`src/rtl/systolic_skew_feeder.sv`:
```
// ============================================================================
// Module      : systolic_skew_feeder
// Description : Holds a 4x4 data matrix and a 4x4 weight matrix and streams
//               them into a systolic array as diagonally skewed row/column
//               beats under ready/valid flow control.
// Revision    : 1.0 - initial release
// ============================================================================
`default_nettype none

module systolic_skew_feeder #(
  parameter int DATA_WIDTH = 12
) (
  input  logic                  clk,
  input  logic                  rst,
  input  logic                  load_en,
  input  logic                  load_sel,
  input  logic [3:0]            load_addr,
  input  logic [DATA_WIDTH-1:0] load_data,
  input  logic                  start,
  input  logic                  out_ready,
  output logic [DATA_WIDTH-1:0] data_r1,
  output logic [DATA_WIDTH-1:0] data_r2,
  output logic [DATA_WIDTH-1:0] data_r3,
  output logic [DATA_WIDTH-1:0] data_r4,
  output logic [DATA_WIDTH-1:0] weight_c1,
  output logic [DATA_WIDTH-1:0] weight_c2,
  output logic [DATA_WIDTH-1:0] weight_c3,
  output logic [DATA_WIDTH-1:0] weight_c4,
  output logic                  out_valid,
  output logic                  busy,
  output logic                  done
);

  localparam int         c_N         = 4;
  localparam int         c_ELEMS     = c_N * c_N;
  localparam logic [2:0] c_LAST_BEAT = 3'd6;

  typedef enum logic [1:0] {
    S_IDLE   = 2'd0,
    S_STREAM = 2'd1,
    S_DONE   = 2'd2
  } state_t;

  state_t                r_state;
  logic [2:0]            r_t;
  logic                  r_out_valid;
  logic                  r_busy;
  logic                  r_done;
  logic [DATA_WIDTH-1:0] r_a [c_ELEMS];
  logic [DATA_WIDTH-1:0] r_b [c_ELEMS];
  logic [DATA_WIDTH-1:0] w_row [c_N];
  logic [DATA_WIDTH-1:0] w_col [c_N];

  // Operand storage is writable only while idle, so a running stream never
  // observes a partially updated matrix.
  always_ff @(posedge clk or negedge rst) begin
    if (!rst) begin
      for (int k = 0; k < c_ELEMS; k++) begin
        r_a[k] <= '0;
        r_b[k] <= '0;
      end
    end else if (r_state == S_IDLE && load_en) begin
      if (load_sel) r_b[load_addr] <= load_data;
      else          r_a[load_addr] <= load_data;
    end
  end

  always_ff @(posedge clk or negedge rst) begin
    if (!rst) begin
      r_state     <= S_IDLE;
      r_t         <= 3'd0;
      r_out_valid <= 1'b0;
      r_busy      <= 1'b0;
      r_done      <= 1'b0;
    end else begin
      case (r_state)
        S_IDLE: begin
          r_t <= 3'd0;
          if (start) begin
            r_state     <= S_STREAM;
            r_out_valid <= 1'b1;
            r_busy      <= 1'b1;
          end
        end
        S_STREAM: begin
          if (out_ready) begin
            if (r_t == c_LAST_BEAT) begin
              r_state     <= S_DONE;
              r_out_valid <= 1'b0;
              r_done      <= 1'b1;
            end else begin
              r_t <= r_t + 3'd1;
            end
          end
        end
        S_DONE: begin
          r_state <= S_IDLE;
          r_t     <= 3'd0;
          r_busy  <= 1'b0;
          r_done  <= 1'b0;
        end
        default: begin
          r_state     <= S_IDLE;
          r_t         <= 3'd0;
          r_out_valid <= 1'b0;
          r_busy      <= 1'b0;
          r_done      <= 1'b0;
        end
      endcase
    end
  end

  // Lane k carries element (t-k) of its row/column; outside the 0..3 window
  // the lane is idle and driven to zero.
  for (genvar k = 0; k < c_N; k++) begin : g_lane
    localparam logic [2:0] c_LANE = 3'(k);
    localparam logic [1:0] c_IDX  = 2'(k);
    logic [2:0] w_off;
    logic       w_in;
    assign w_off    = r_t - c_LANE;
    assign w_in     = (r_t >= c_LANE) && (w_off <= 3'd3);
    assign w_row[k] = (r_out_valid && w_in) ? r_a[{c_IDX, w_off[1:0]}] : '0;
    assign w_col[k] = (r_out_valid && w_in) ? r_b[{w_off[1:0], c_IDX}] : '0;
  end

  assign data_r1   = w_row[0];
  assign data_r2   = w_row[1];
  assign data_r3   = w_row[2];
  assign data_r4   = w_row[3];
  assign weight_c1 = w_col[0];
  assign weight_c2 = w_col[1];
  assign weight_c3 = w_col[2];
  assign weight_c4 = w_col[3];
  assign out_valid = r_out_valid;
  assign busy      = r_busy;
  assign done      = r_done;

endmodule

`default_nettype wire

```
`config.mk`:
```
export PLATFORM = sky130hd
export DESIGN_NAME = systolic_skew_feeder
export DESIGN_NICKNAME = d
export VERILOG_FILES = /design/src/rtl/systolic_skew_feeder.sv
export SDC_FILE = /design/constraint.sdc
export NUM_CORES = 1
export LEC_CHECK = 0
export ABC_CLOCK_PERIOD_IN_PS = 4250
export CAP_MARGIN = 10
export CORE_AREA = 2 2 193 195
export CTS_BUF_LIST = sky130_fd_sc_hd__clkbuf_4 sky130_fd_sc_hd__clkbuf_8
export DETAILED_ROUTE_END_ITERATION = 12
export DIE_AREA = 0 0 195 197
export GPL_ROUTABILITY_DRIVEN = 0
export PLACE_DENSITY_LB_ADDON = 0.3
export SETUP_SLACK_MARGIN = 0.4
export SLEW_MARGIN = 20
export SYNTH_ARGS = -nofsm -noshare
export SYNTH_HDL_FRONTEND = slang
export SYNTH_SLANG_ARGS = --single-unit
```
`constraint.sdc`:
```
create_clock -name clk -period 4.25 [get_ports clk]
set_clock_uncertainty 0.05 [all_clocks]
set_input_delay 0.85 -clock clk [delete_from_list [all_inputs] [get_ports clk]]
set_output_delay 0.85 -clock clk [all_outputs]
set_load 0.05 [all_outputs]
```
After elaboration in Yosys (flattened, before gate mapping). Cells that the tools add are included.

Bits of input ports: 22. Output and inout port bits: 99. Logic and storage cells: 148. Register bits after elaboration: 392.

Reductions and logical operators: 18. Equal/unequal tests: 7. $lt $le $gt $ge: 18. Bitwise gates (word level): 13. Add/sub/neg operators: 4. Mux-type cells: 51.

Operators by type and width (count): $bmux W12 S4 (8); $bwmux W192 (2); $mux W12 (25); $demux W12 S4 (1); $ge A5 B5 Y1 const B (9); $not A4 Y5 (7); $le A3 B2 Y1 const B (4); $logic_and A1 B1 Y1 (10); $mux W3 (3); $ne A2 B2 Y1 const B (4); $reduce_and A2 Y1 (4); $ge A3 B1 Y1 const B (2); $ge A3 B2 Y1 const B (2); $mux W2 (3); $reduce_and A3 Y1 (2); $sub A3 B2 Y3 const B (2); $lt A5 B1 Y1 const B (1); $mux W1 (5); $not A2 Y5 (1); $not A3 Y5 (1); $not A1 Y1 (4); $pmux W1 S2 (2); $pmux W2 S2 (1); $reduce_and A4 Y1 (1); other kinds (7) (7).

Longest topological paths before layout.
Depth after elaboration: 6. Depth in mapped cells: 10.

Least setup slack after synthesis. Ideal clock, no wire load.

Kind: register -> output. From: register r_t[0]. To: output port weight_c2[10]. Arrival time: 3.264 ns. Stages on the path, launching flop included: 11. Slack: 0.086 ns. Required time: 3.350 ns. Path buffers: 6. Cell sequence: dfrtp_1 -> clkbuf_1 -> clkbuf_1 -> buf_2 -> inv_1 -> ha_1 -> clkbuf_1 -> buf_1 -> buf_1 -> mux4_2 -> nor2b_1.

Longest elaborated chain between the ends: 6. Elaborated cells on any way between the ends: 10.

Ends and longest elaborated chain: start, declared (line 45) `logic [2:0] r_t;`; start signal, assigned (line 92) `r_t <= r_t + 3'd1;`; $sub A3 B1 Y3 (line 120) `assign w_off = r_t - c_LANE;`; $not A4 Y5 (implied by the code) (line 123) `assign w_col[k] = (r_out_valid && w_in) ? r_b[{w_off[1:0], c_IDX}] : '0;`; $bmux W12 S4 (line 123); $mux W12 (implied by the code) (2 in a row) (line 123); $mux W12 (*) (line 123); end, declared (line 26) `output logic [DATA_WIDTH-1:0] weight_c2,`.

Every way passes the cells marked *; elsewhere a longest branch is shown, timed or not. The select of a mux whose other input is x is not followed.

Worst setup path after layout.
From: register r_t[0]. To: output port weight_c2[11].

The elaborated chain is that of the path after synthesis.

==> flow_summary.json <==
{
  "powerDensity_nw_per_um2": 531,
  "drt-initial-drc-count": 584,
  "ys_types": 34,
  "multi_input_area_um2": 7910,
  "slew_violations": 0,
  "post-place-ws_ns": 0.775,
  "final.setup.tns_ns": 0,
  "synth_edf_count": 0,
  "die_h_um": 197,
  "gr-total-overflow": 0,
  "drc_errors": 0,
  "r2r_end": "r_a[112]",
  "pwr-share-comb": 0.306,
  "pwr-share-clk": 0.284,
  "avgSynthCellArea_um2": 15.4,
  "fp.coreArea_um2": 36300,
  "ant_nets": 0,
  "layoutNonFillerInstCount": 1813,
  "synth_area_leader_cell": "dfrtp_1",
  "status": "finished clean",
  "grt_pass1_wl_um": 65100,
  "syn_area_um2": 18000,
  "ys.flop_type": "dfrtp_1",
  "setup_slack_ns": 0.474,
  "peakVddDrop_mv": 0.563,
  "routed_wl_um": 41100,
  "finalCriticalPeriod_ns": 3.78,
  "p_sw_mw": 3.62,
  "ys_seq_elements": 392,
  "cts.clk_slew.worst_paths_ns": 0.06,
  "setup_violations": 0,
  "cts_buffer_depth": 3,
  "grt_pass1_vias": 11100,
  "synth_area_leaders": "dfrtp_1 55%, mux2_2 24%, mux4_2 12%",
  "r2r_slack_ns": 1.76,
  "start_util": 0.496,
  "end_kind": "output pin",
  "antenna_found_initial": 4,
  "die_width_um": 195,
  "synth_warnings": 0,
  "async_flop_share": 1.00,
  "yosysSeqAreaShare": 0.545,
  "cp.required_ns": 3.35,
  "clk_latency_ns": 0.58,
  "wl_per_cell_um": 22.7,
  "seqCellArea_um2": 9810,
  "finalCritPeriodShare": 0.889,
  "drive_gt1_frac": 0.566,
  "reg2reg_from": "r_state[0]",
  "synthCells": 1167,
  "cts_tree": "yes",
  "port_buffers": 120,
  "timing.slew.headroom": 0.367,
  "worst_pin_slew_ns": 0.936,
  "io_pins": 121,
  "synth_common_cells": "392 x dfrtp_1, 384 x mux2_2, 98 x nor2b_1",
  "row_count": 70,
  "via_per_inst": 5.73,
  "dieArea_um2": 38400,
  "crit_type": "flop to output pin",
  "dp.final_hpwl_um": 24600,
  "n_antenna_cell": 0,
  "area_growth_pct": 20.9,
  "power.leakage_nw": 10.3,
  "maxCapViolCount": 0,
  "arrival_ns": 2.88,
  "min_path_type": "input pin to asynchronous set/reset pin",
  "yosysMostFrequentCell": "dfrtp_1",
  "start_kind": "flop",
  "fillers": 2819,
  "dp.cells": 1705,
  "nets": 1338,
  "clock_sinks": 392,
  "hold_viol_final": 0,
  "fmax_mhz": 265,
  "worstPathMaxFanout": 49,
  "grt_util_all_layers": 0.223,
  "rsz0062_at_grt": "yes",
  "vias": 10400,
  "synth_top_area_frac": 0.545,
  "p_int_mw": 7.93,
  "cts.htree.levels": 3,
  "reg2reg_depth": 3,
  "synth_nets": 1198,
  "cts-root-buf": "clkbuf_8",
  "p_sw_frac": 0.313,
  "numCtsBuffers": 66,
  "grt_max_degree": 89,
  "power_frac_seq": 0.410,
  "drt_first_pass_iters": 5
}
[worst max path at each step]
stage | start | to | slack [ns] | depth (start not counted)
after floorplan | r_t[0] | weight_c2[1] | 0.31 | 10
after global placement | r_t[0] | weight_c4[4] | 0.82 | 6
after detailed placement | r_t[0] | weight_c4[4] | 0.78 | 6
after CTS | r_t[0] | weight_c1[0] | 0.40 | 4
after global routing | r_t[0] | weight_c2[11] | 0.38 | 7
final | r_t[0] | weight_c2[11] | 0.47 | 7
[worst max-delay path: stages (launching register included)]
cell and delay, ns:
dfrtp_4 0.50, inv_1 0.11, ha_2 0.35, clkbuf_8 0.46, mux4_2 0.37, nor2b_1 0.16, buf_4 0.18, buf_12 0.14
[power by group through the flow]
stage                     logic [mW]  registers, mW  clock network [mW]
final                           3.54           4.74                3.28
after global placement          3.42           4.74                   0
after CTS                       3.55           4.73                3.36
after global routing            3.77           4.81                3.55
after detailed placement        3.46           4.78                   0
after floorplan                 2.49           4.68                   0
[flip-flops by register name (all words and copies together) (netlist names)]
| register | cells |
|---|---|
| r_state | 2 |
| out_valid | 1 |
| r_a | 192 |
| r_b | 192 |
| busy | 1 |
| r_t | 3 |
| done | 1 |
[through the flow]
stage               utilization  power, mW  cell area (um^2)  hold slack [ns]
floorplan                     -       7.17             18200            0.424
global placement          0.562       8.16             20400            0.431
detailed placement        0.562       8.24             20400            0.437
CTS                       0.599       11.6             21700            0.240
global route              0.600       12.1             21700            0.259
finish                    0.600       11.6             21700            0.214
[per-layer routing]
layer,GRT usage,up-vias,share of wire
li1,-,4513,-
met1,0.309,5575,0.45
met2,0.359,234,0.48
met3,0.0467,64,0.047
met4,0.0616,8,0.018
met5,0,-,0.0013
[cell families after synthesis]
group                    share of synthesized area
AO/OA/AOI/OAI                              0.00473
XOR/XNOR                                  0.000974
adder cells (fa/ha/maj)                    0.00626
buffers and inverters                       0.0273
flip-flops                                   0.545
multiplexers                                 0.361
AND/OR/NAND/NOR                             0.0544
[layout by cell type (no fill, tap or decap), types with 3 or more instances in the layout]
master	synthesis	final
and4bb_2	4	4
clkbuf_4	0	23
nor2b_4	0	21
nor2b_1	98	66
nand2_1	17	17
dlygate4sd2_1	0	23
nor2_1	21	21
ha_1	9	8
clkinv_2	0	4
nor2b_2	0	11
buf_12	0	52
nand4b_1	3	3
buf_4	9	68
inv_1	7	7
dfrtp_1	392	390
a21oi_1	4	4
clkdlybuf4s50_1	0	21
mux2_2	384	384
clkbuf_8	0	78
mux4_2	96	96
[timing repair]
action                                  4_1_cts  5_1_grt
buffers inserted                              0        0
resized for setup                            35        4
cloned                                        1        1
hold buffers                                  0        0
pin swaps                                     0        0
endpoints found under the setup margin       69       12
[final cells by class]
cell class / count / area share
Clock buffer: 100 / 0.0567
Inverter: 7 / 0.00121
Multi-Input combinational cell: 665 / 0.364
Sequential cell: 392 / 0.451
Tap cell: 468 / 0.0269
Timing Repair Buffer: 175 / 0.0983
Clock inverter: 6 / 0.00167
No activity file was read; power rests on OpenSTA's default activity.
==> RTL edit: new RTL, same settings <==
`DATA_WIDTH`: 12 -> 6.
--- a/src/rtl/systolic_skew_feeder.sv
+++ b/src/rtl/systolic_skew_feeder.sv
@@ -10,3 +10,3 @@
 module systolic_skew_feeder #(
-  parameter int DATA_WIDTH = 12
+  parameter int DATA_WIDTH = 6
 ) (
Ports: changed (9 resized); port bits go from 121 to 67. The function was not compared with the original's and may differ.
==> RTL edit against the unedited design <==
  * Synthesized area fell by 47%
  * Register-to-register slack improved by 0.19 ns
  * Combinational power fell by 42%
  * Worst setup slack improved by 0.12 ns
  * Via count fell by 48%
  * Routed wire length fell by 47%
  * Core utilization fell by 29 points
  * Total power fell by 50%
  * Sequential cell count fell by 192
  * Count of clock-buffer cells in the layout fell by 83
  * Final area fell by 48%
  * Largest power group unchanged
==> RTL edit: results (changes against the unedited design) <==
[outcome]
outcome = finished clean

[route]
first_iter_violations = 305  ; -48%
wl_per_cell_um = 18.8  ; -17%
drtPass1Iterations = 4  ; -1
wl_met1_mm = 10.7  ; -43%
dr_wl_met3_um = 706  ; -64%
dr_wl_met2_mm = 10.4  ; -47%

[global_route]
grt_use_met1_pct = 16.7  ; -14 points
grt_use_met3_pct = 2.58  ; -2.1 points
grt_pass1_wl_mm = 34.6  ; -47%
grt_pass1_vias = 5624  ; -49%
antenna_found_initial = 2  ; -2
grt_use_total_pct = 11.9  ; -10 points
use_met2_pct = 19.0  ; -17 points
grt_max_degree = 94  ; +5.6%

[cells_and_area]
nets = 715  ; -47%
final_layout_size_suffix_gt1_share_pct = 51.9  ; -4.7 points
top_regs = r_a: 96 flops, r_b: 96 flops, r_t: 3 flops
num-fill-cells = 3677  ; +30%
fin_cells = 1171  ; -35%

[synth]
synthAdderAreaFrac_pct = 1.19  ; +0.56 points
synth_common_cells = dfrtp_1, mux2_2, nor2b_1
syn_avg_cell_area_sq_um = 15.0  ; -2.6%
synth_compound_area_share_pct = 0.977  ; +0.50 points
yosysSeqAreaShare_pct = 52.8  ; -1.7 points
ys_types = 38  ; +12%
muxShareOfSynthArea_pct = 34.3  ; -1.8 points
synth_area_leaders = dfrtp_1, mux2_2, mux4_2, nor2b_1, clkbuf_1
syn_nets = 656  ; -45%
yosysWarnings = 0  ; unchanged

[worst_hold_path]
hp-class = in -> async

[placed_design]
placed_area_sq_um = 10900  ; -47%
hpwl_mm = 14.4  ; -41%
place_inst = 1136  ; -33%
port_buffers = 66  ; -45%

[power_and_ir_drop]
switching_share_pct = 34.8  ; +3.4 points
clk-power_uw = 1300  ; -60%
p_comb_share_pct = 35.5  ; +4.9 points

[sta]
worst_hold_slack_ns = 0.352  ; +0.139 ns
slew_headroom_pct = 51.8  ; +15 points

[cts]
htreeDepth = 4  ; +1
clockBufferDepth = 2  ; -1
insertion_delay_ns = 0.46  ; -0.12 ns
path_clk_slew_ns = 0.10  ; +0.04 ns
cts_buffers = 17  ; -74%
cts_resized = 4  ; -89%
postCtsSetupBuffers = 0  ; unchanged

[worst_setup_path]
crit_family = compound AO/OA/AOI/OAI gates
r2r_slack_ns = 1.95  ; +0.19 ns
arrival_ns = 2.75  ; -0.13 ns
worst-path-max-fanout = 12  ; -76%
r2r-end = r_b[49]
cpMaxStageDelayCell = a2111o_2
critPathMaxStageDelay_ns = 0.59  ; +0.09 ns

[RTL edit: cell types whose count changed after synthesis, sizes merged, moves of 7 or more]
cell    change
nand3      +11
nor3        +8
nor2       -13
buf        -32
nand2       -7
mux4       -48
nor2b      -43
clkbuf     -27
mux2      -192
dfrtp     -192
[RTL edit: how the worst max path moves through the flow]
stage	startpoint	endpoint	slack [ns]	cells after the start
global route	r_t[1]	weight_c4[1]	0.41	6
floorplan	r_t[1]	data_r4[0]	0.24	9
global placement	r_t[1]	data_r2[5]	0.76	6
detailed placement	r_t[1]	data_r2[5]	0.70	6
finish	r_t[1]	weight_c4[5]	0.60	6
CTS	r_t[0]	weight_c2[5]	0.41	6
[RTL edit: area by class of cell]
type	instances	share of cell area, %
Clock buffer	17	2.06
Clock inverter	15	1.69
Inverter	7	0.232
Multi-Input combinational cell	380	37.9
Sequential cell	200	44.1
Tap cell	468	5.16
Timing Repair Buffer	84	8.81
